<file path="src/rtl/dbus_pkg.sv">
// Shared types and default address map for the core data-bus router.
package dbus_pkg;

  // Router transaction state: one outstanding access at most.
  typedef enum logic [1:0] {
    IDLE     = 2'd0,
    WAIT_RAM = 2'd1,
    WAIT_IO  = 2'd2,
    ERR      = 2'd3
  } dbus_state_t;

  // Request target selected by the address decoder.
  typedef enum logic {
    TGT_RAM = 1'b0,
    TGT_IO  = 1'b1
  } dbus_tgt_t;

  // Default MMIO window: the whole 0x1xxx_xxxx region.
  localparam logic [31:0] DBUS_MMIO_BASE = 32'h1000_0000;
  localparam logic [31:0] DBUS_MMIO_MASK = 32'hF000_0000;

endpackage

</file>
<file path="src/rtl/dbus_addr_decode.sv">
// Combinational address decode: picks RAM vs MMIO and flags misaligned word
// accesses. Kept free of state so the instruction-side bus can share it.
module dbus_addr_decode
  import dbus_pkg::*;
#(
  parameter int                ADDR_W    = 32,
  parameter logic [ADDR_W-1:0] MMIO_BASE = ADDR_W'(DBUS_MMIO_BASE),
  parameter logic [ADDR_W-1:0] MMIO_MASK = ADDR_W'(DBUS_MMIO_MASK)
) (
  input  logic [ADDR_W-1:0] addr,
  output dbus_tgt_t         tgt,
  output logic              misaligned
);

  assign tgt        = ((addr & MMIO_MASK) == MMIO_BASE) ? TGT_IO : TGT_RAM;
  // Only full-word accesses exist on this bus, so any low address bit is illegal.
  assign misaligned = |addr[1:0];

endmodule

</file>
<file path="src/rtl/dbus_router.sv">
// Data-bus router: forwards one core load/store at a time to RAM or MMIO,
// returns the owning target's response, rejects misaligned accesses locally
// and records any target response that arrives when nobody is waiting for it.
module dbus_router
  import dbus_pkg::*;
#(
  parameter int                ADDR_W    = 32,
  parameter int                DATA_W    = 32,
  parameter logic [ADDR_W-1:0] MMIO_BASE = ADDR_W'(DBUS_MMIO_BASE),
  parameter logic [ADDR_W-1:0] MMIO_MASK = ADDR_W'(DBUS_MMIO_MASK)
) (
  input  logic                clk,
  input  logic                rst,
  // core side
  input  logic                req_valid,
  output logic                req_ready,
  input  logic [ADDR_W-1:0]   req_addr,
  input  logic                req_we,
  input  logic [DATA_W-1:0]   req_wdata,
  input  logic [DATA_W/8-1:0] req_wstrb,
  output logic                rsp_valid,
  output logic [DATA_W-1:0]   rsp_rdata,
  output logic                rsp_err,
  // RAM target
  output logic                ram_req_valid,
  input  logic                ram_req_ready,
  output logic [ADDR_W-1:0]   ram_addr,
  output logic                ram_we,
  output logic [DATA_W-1:0]   ram_wdata,
  output logic [DATA_W/8-1:0] ram_wstrb,
  input  logic                ram_rsp_valid,
  input  logic [DATA_W-1:0]   ram_rsp_rdata,
  // MMIO target
  output logic                io_req_valid,
  input  logic                io_req_ready,
  output logic [ADDR_W-1:0]   io_addr,
  output logic                io_we,
  output logic [DATA_W-1:0]   io_wdata,
  output logic [DATA_W/8-1:0] io_wstrb,
  input  logic                io_rsp_valid,
  input  logic [DATA_W-1:0]   io_rsp_rdata,
  // diagnostics
  output logic                stray_rsp
);

  dbus_state_t state;
  dbus_tgt_t   tgt;
  logic        misaligned;
  logic        hs_ram;
  logic        hs_io;
  logic        hs_err;
  logic        stray_set;

  dbus_addr_decode #(
    .ADDR_W    (ADDR_W),
    .MMIO_BASE (MMIO_BASE),
    .MMIO_MASK (MMIO_MASK)
  ) u_decode (
    .addr       (req_addr),
    .tgt        (tgt),
    .misaligned (misaligned)
  );

  // Payload goes to both targets unconditionally; only req_valid qualifies it.
  assign ram_addr  = req_addr;
  assign ram_we    = req_we;
  assign ram_wdata = req_wdata;
  assign ram_wstrb = req_wstrb;
  assign io_addr   = req_addr;
  assign io_we     = req_we;
  assign io_wdata  = req_wdata;
  assign io_wstrb  = req_wstrb;

  // Handshake qualifiers seen by the FSM (all gated off while in reset).
  assign hs_ram = !rst && (state == IDLE) && req_valid && !misaligned &&
                  (tgt == TGT_RAM) && ram_req_ready;
  assign hs_io  = !rst && (state == IDLE) && req_valid && !misaligned &&
                  (tgt == TGT_IO) && io_req_ready;
  assign hs_err = !rst && (state == IDLE) && req_valid && misaligned;

  // A response is stray whenever its target is not the one being waited on;
  // this includes late responses to a transaction killed by reset.
  assign stray_set = (ram_rsp_valid && (state != WAIT_RAM)) ||
                     (io_rsp_valid  && (state != WAIT_IO));

  // Request steering and response muxing; zero-time pass-through so the
  // router adds no cycles to target latency.
  always_comb begin
    req_ready     = 1'b0;
    ram_req_valid = 1'b0;
    io_req_valid  = 1'b0;
    rsp_valid     = 1'b0;
    rsp_rdata     = '0;
    rsp_err       = 1'b0;
    if (!rst) begin
      case (state)
        IDLE: begin
          if (misaligned) begin
            req_ready = 1'b1;
          end else if (tgt == TGT_IO) begin
            io_req_valid = req_valid;
            req_ready    = io_req_ready;
          end else begin
            ram_req_valid = req_valid;
            req_ready     = ram_req_ready;
          end
        end
        WAIT_RAM: begin
          if (ram_rsp_valid) begin
            rsp_valid = 1'b1;
            rsp_rdata = ram_rsp_rdata;
          end
        end
        WAIT_IO: begin
          if (io_rsp_valid) begin
            rsp_valid = 1'b1;
            rsp_rdata = io_rsp_rdata;
          end
        end
        ERR: begin
          rsp_valid = 1'b1;
          rsp_err   = 1'b1;
        end
        default: ;
      endcase
    end
  end

  // Transaction FSM plus the sticky stray-response flag.
  always_ff @(posedge clk or posedge rst) begin
    if (rst) begin
      state     <= IDLE;
      stray_rsp <= 1'b0;
    end else begin
      if (stray_set) stray_rsp <= 1'b1;
      case (state)
        IDLE: begin
          if (hs_err)      state <= ERR;
          else if (hs_io)  state <= WAIT_IO;
          else if (hs_ram) state <= WAIT_RAM;
        end
        WAIT_RAM: if (ram_rsp_valid) state <= IDLE;
        WAIT_IO:  if (io_rsp_valid)  state <= IDLE;
        ERR:      state <= IDLE;
        default:  state <= IDLE;
      endcase
    end
  end

endmodule

</file>
<file path="config.mk">
export PLATFORM = sky130hd
export DESIGN_NAME = dbus_router
export DESIGN_NICKNAME = d
export VERILOG_FILES = /design/src/rtl/dbus_pkg.sv /design/src/rtl/dbus_addr_decode.sv /design/src/rtl/dbus_router.sv
export SDC_FILE = /design/constraint.sdc
export NUM_CORES = 1
export LEC_CHECK = 0
export CORE_AREA = 2 2 124 126
export CTS_CLUSTER_SIZE = 30
export DETAILED_ROUTE_END_ITERATION = 12
export DIE_AREA = 0 0 126 128
export PLACE_DENSITY = 0.55
export REMOVE_ABC_BUFFERS = 1
export SLEW_MARGIN = 40
export SYNTH_ARGS = -nofsm -noshare
export SYNTH_HDL_FRONTEND = slang
export SYNTH_HIERARCHICAL = 1
export SYNTH_SLANG_ARGS = --single-unit
export TNS_END_PERCENT = 30
</file>
<file path="constraint.sdc">
create_clock -name clk -period 2.32 [get_ports clk]
set_input_delay 0.58 -clock clk [delete_from_list [all_inputs] [get_ports clk]]
set_output_delay 0.58 -clock clk [all_outputs]
set_load 0.02 [all_outputs]
</file>
# Word level (Yosys, flattened, before mapping)
# Index checks and enable logic that the tools add are counted.
[totals]
regBits = 3
elab_cells = 57
[classes]
eq_ne = 9
n_mux = 29
n_bitwise = 1
n_reduce_logical = 16
[ops]
columns = ["cell", "count"]
rows = [
  ["$mux W32", 3],
  ["$pmux W32 S2", 1],
  ["$mux W1", 18],
  ["$logic_and A1 B1 Y1", 10],
  ["$mux W2", 5],
  ["$pmux W2 S4", 1],
  ["$ne A2 B2 Y1 const B", 3],
  ["$eq A2 B2 Y1 const B", 2],
  ["$eq A4 B1 Y1 const B", 1],
  ["$ne A4 B4 Y1 const B", 1],
  ["$pmux W1 S3", 1],
  ["$reduce_and A3 Y1", 1],
  ["$eq A2 B1 Y1 const B", 1],
  ["$logic_not A1 Y1", 2],
  ["$logic_not A2 Y1", 1],
  ["$ne A2 B1 Y1 const B", 1],
  ["$reduce_or A2 Y1", 1],
  ["$logic_or A1 B1 Y1", 1],
  ["$not A1 Y1", 1],
]

# Longest topological paths before layout
[depth]
word_depth = 10
depth_mapped = 7
mapped_depth_nobuf = 6

# By module
# Netlist, hierarchy kept.
[by_module_without_submodules]
columns = ["module", "instances", "cells_each", "area_each_um2"]
rows = [
  ["dbus_router", 1, 253, 1776.7],
  ["dbus_addr_decode", 1, 2, 21.3],
]

# Worst setup path after synthesis
# Ideal clock, no wire load.
[synth_path]
path_kind = "input to output"
start = "input port req_addr[1]"
end = "output port ram_req_valid"
t_arrival_ns = 1.626
required_ns = 1.740
path_slack_ns = 0.114
stages = 2
path_buffers = 0
cell_sequence = "or2_2 -> nor4_1"
[synth_between]
elab_chain_cells = 4
[synth_rtl]
columns = ["element", "line_no", "text"]
rows = [
  ["start, declared", "dbus_router.sv:17", "input logic [ADDR_W-1:0] req_addr,"],
  ["$reduce_or A2 Y1", "dbus_addr_decode.sv:17", "assign misaligned = |addr[1:0];"],
  ["$mux W1", "dbus_router.sv:98", "if (misaligned) begin"],
  ["$mux W1", "dbus_router.sv:96", "case (state)"],
  ["$mux W1", "dbus_router.sv:95", "if (!rst) begin"],
  ["end, declared", "dbus_router.sv:25", "output logic ram_req_valid,"],
]
# No other way between the ends.

# Worst setup path after layout
[layout_path]
start = "register state[0]"
end = "output port rsp_rdata[1]"
[layout_between]
elab_chain_cells = 3
word_cells_on_any_way = 4
[layout_rtl]
columns = ["element", "line_no", "text"]
rows = [
  ["start, declared", "dbus_router.sv:46", "dbus_state_t state;"],
  ["start signal, assigned", "dbus_router.sv:132", "state <= IDLE;"],
  ["start signal, assigned", "dbus_router.sv:138", "if (hs_err) state <= ERR;"],
  ["start signal, assigned", "dbus_router.sv:139", "else if (hs_io) state <= WAIT_IO;"],
  ["$eq A2 B2 Y1 / $eq A2 B1 Y1 (equally long branches)", "dbus_router.sv:96", ""],
  ["$pmux W32 S2 (*)", "dbus_router.sv:96", ""],
  ["$mux W32 (*)", "dbus_router.sv:95", ""],
  ["end, declared", "dbus_router.sv:22", "output logic [DATA_W-1:0] rsp_rdata,"],
]
# Every way passes the cells marked *; elsewhere a longest branch is shown, timed or not.

==> results_dict.tcl <==
set metrics [dict create \
    cts_tree "built" \
    crit_start "state[0]" \
    worstReg2RegStart "state[1]" \
    max-vdd-ir-drop_mv 0.259 \
    cp-endpoint "rsp_rdata[1]" \
    cp_slowest_cell "dfrtp_1" \
    vias 1845 \
    pwr_density_cell_nw_per_um2 606 \
    final_core_util_pct 17.7 \
    row_count 45 \
    cp_max_fo 4 \
    dieArea_um2 16100 \
    antenna_left 0 \
    clkSinkCount 3 \
    grt_max_degree 19 \
    grt_first_pass_wirelength_mm 20.0 \
    p_leak_nw 1.08 \
    maxSlewHeadroom_pct 77.6 \
    rsz0062_at_grt "true" \
    fmax_mhz 433 \
    core_um2 14900 \
    ys_seq_elements 3 \
    gp_congestion 0.868 \
    insertion_delay_ns 0.23 \
    r2r-end "state[0]" \
    syn_area_um2 1800 \
    place_inst 450 \
    placed_area_um2 2430 \
    final_cells 465 \
    setup_viol 0 \
    vias_per_cell 3.97 \
    io_buffer_count 126 \
    cp.required_ns 1.74 \
    area_delta_synth_final_pct 46.3 \
    hold_viol_final 0 \
    cp_num_cells 8 \
    ctsLongestPathBuffers 2 \
    maxCapViolations 0 \
    slew_violations 0 \
    htree_num_levels 1 \
    synth.avg_cell_area_um2 7.05 \
    drt_wl_total_mm 16.2 \
    antenna_found_initial 3 \
    r2r_cells 7 \
    whs_ns 0.396 \
    clkTransAtPathRegs_ns 0.03 \
    synth-seq-area-share_pct 4.18 \
    cp_cell_sequence "inv_2, ha_2, and2_4, buf_12, buf_16, a22oi_2, nor2_1, buf_4" \
    fin_nets 421 \
    grt_pass1_vias 1900 \
    drc 0 \
    drive_gt1_share_pct 39.3 \
    end_kind "primary output" \
    finClkSkew_ns 0.00106 \
    cts_buffers 3 \
    ys_warn_count 6 \
    fin_crit_sh_pct 99.5 \
    cp_slowest_stage_delay_ns 0.40 \
    crit_type "reg2out" \
    p_total_w 0.00159 \
    die_w_um 126 \
    status "completed" \
    post_drt_wl_per_cell_um 34.8 \
    grt_overflow_total 0 \
    die_h_um 128 \
    start_util_pct 12.1 \
    grt_usage_pct 18.9 \
    syn-instance-count 255 \
    fin_crit_ns 2.31 \
    crit_buf_inv 4 \
    r2r_slack_ns 0.80 \
    ys_types 26 \
    cp-start-kind "register" \
    arrival_ns 1.73 \
    io_pins 316 \
    cts-root-buf "clkbuf_16" \
    hp-class "in2async" \
    dp_hpwl_mm 14.7 \
    cp_top_family "buffers and inverters" \
    worstMarginPinSlew_ns 0.334 \
    drt_iter0_drc 47 \
    firstDrtPassIters 6 \
    final_cell_area_um2 2630 \
]
synthesized netlist by cell type:
master,n,share of area (%)
a21o_2,1,0.49
a21oi_1,1,0.28
a21oi_2,1,0.49
a22o_1,1,0.49
a22oi_1,32,13
a311oi_1,1,0.49
and2_1,1,0.35
and2_2,1,0.42
and3_1,1,0.35
buf_2,10,2.8
buf_4,138,58
dfrtp_1,3,4.2
ha_1,5,3.5
inv_1,9,1.9
nand2_1,3,0.63
nand2b_1,1,0.35
nand4bb_1,1,0.63
nor2_1,33,6.9
nor2b_1,1,0.35
nor3_1,3,0.83
nor4_1,2,0.70
nor4b_2,1,0.83
o21ai_0,2,0.56
o22ai_1,1,0.35
o311ai_2,1,0.90
or2_2,1,0.35
final cells by class:
type,instances,area (um2)
well taps,188,235
repair buffers,164,1490
flip-flops and latches,3,75.1
inverters,9,36.3
diodes,2,5.00
fillers,1725,12200
multi-input cells,95,713
clock buffers,4,78.8
worst min-delay path by stage:
stage / endpoint / cells after the start / from / slack [ns]
floorplan: state[0] / 1 / rst / 0.36
global placement: stray_rsp / 2 / stray_rsp / 0.48
detailed placement: stray_rsp / 2 / stray_rsp / 0.48
CTS: stray_rsp / 2 / stray_rsp / 0.52
global route: stray_rsp / 3 / rst / 0.42
finish: state[0] / 3 / rst / 0.40
what timing repair did:
item                                   in CTS  in global routing
setup endpoints to repair                  49                 35
setup buffers                               5                  3
cloned                                      1                  0
endpoints found under the hold margin       0                  0
hold buffers                                0                  0
gates resized for setup                   177                 21
pin swaps                                   8                  8
kinds of logic after synthesis:
family	synth area share, %
buf+inv	62.3
simple gates	12.7
compound gates	17.4
fa+ha+maj	3.48
flops	4.18
worst min-delay path, cell delays in order:
cell	delay, ns
dlymetal6s2s_1	0.14
inv_2	0.08
buf_4	0.14
through the flow:
| step | setup WS [ns] | TNS, ns |
|---|---|---|
| floorplan | -0.552 | -15.60 |
| global placement | -0.659 | -21.09 |
| detailed placement | -0.696 | -23.04 |
| finish | 0.0116 | 0 |
| CTS | 0.000301 | 0 |
| global route | -0.0436 | -0.292 |
metal layers:
layer,up-vias,GRT usage (%),part of all wire [%]
met5,-,10.2,0.95
met1,819,12.8,24
met2,254,29.0,44
li1,744,-,-
met4,6,6.53,3.2
met3,22,24.9,28
sequential cells by signal (all words and copies together) (netlist names):
register / count
stray_rsp: 1
state: 2
power breakdown:
| part | leakage (nW) | internal [W] | total [W] | switching (W) |
|---|---|---|---|---|
| Sequential | 0.0344 | 0.0000685 | 0.0000890 | 0.0000204 |
| Clock | 0.0382 | 0.000227 | 0.000281 | 0.0000533 |
| Combinational | 1.01 | 0.000632 | 0.00122 | 0.000592 |
cells in the final DEF (no fill, tap or decap), types with 2 or more instances in the layout:
cell type	count
nor2_1	30
dlygate4sd2_1	6
clkbuf_16	3
clkdlybuf4s50_1	80
nand2_1	2
a22oi_2	10
buf_8	2
a22oi_1	22
diode_2	2
buf_12	3
buf_4	38
clkdlybuf4s15_1	2
inv_1	4
buf_6	7
buf_2	23
ha_1	3
nor2_2	2
dfrtp_1	3
inv_2	4
nor3_1	2
(Power assumes the default switching activity.)
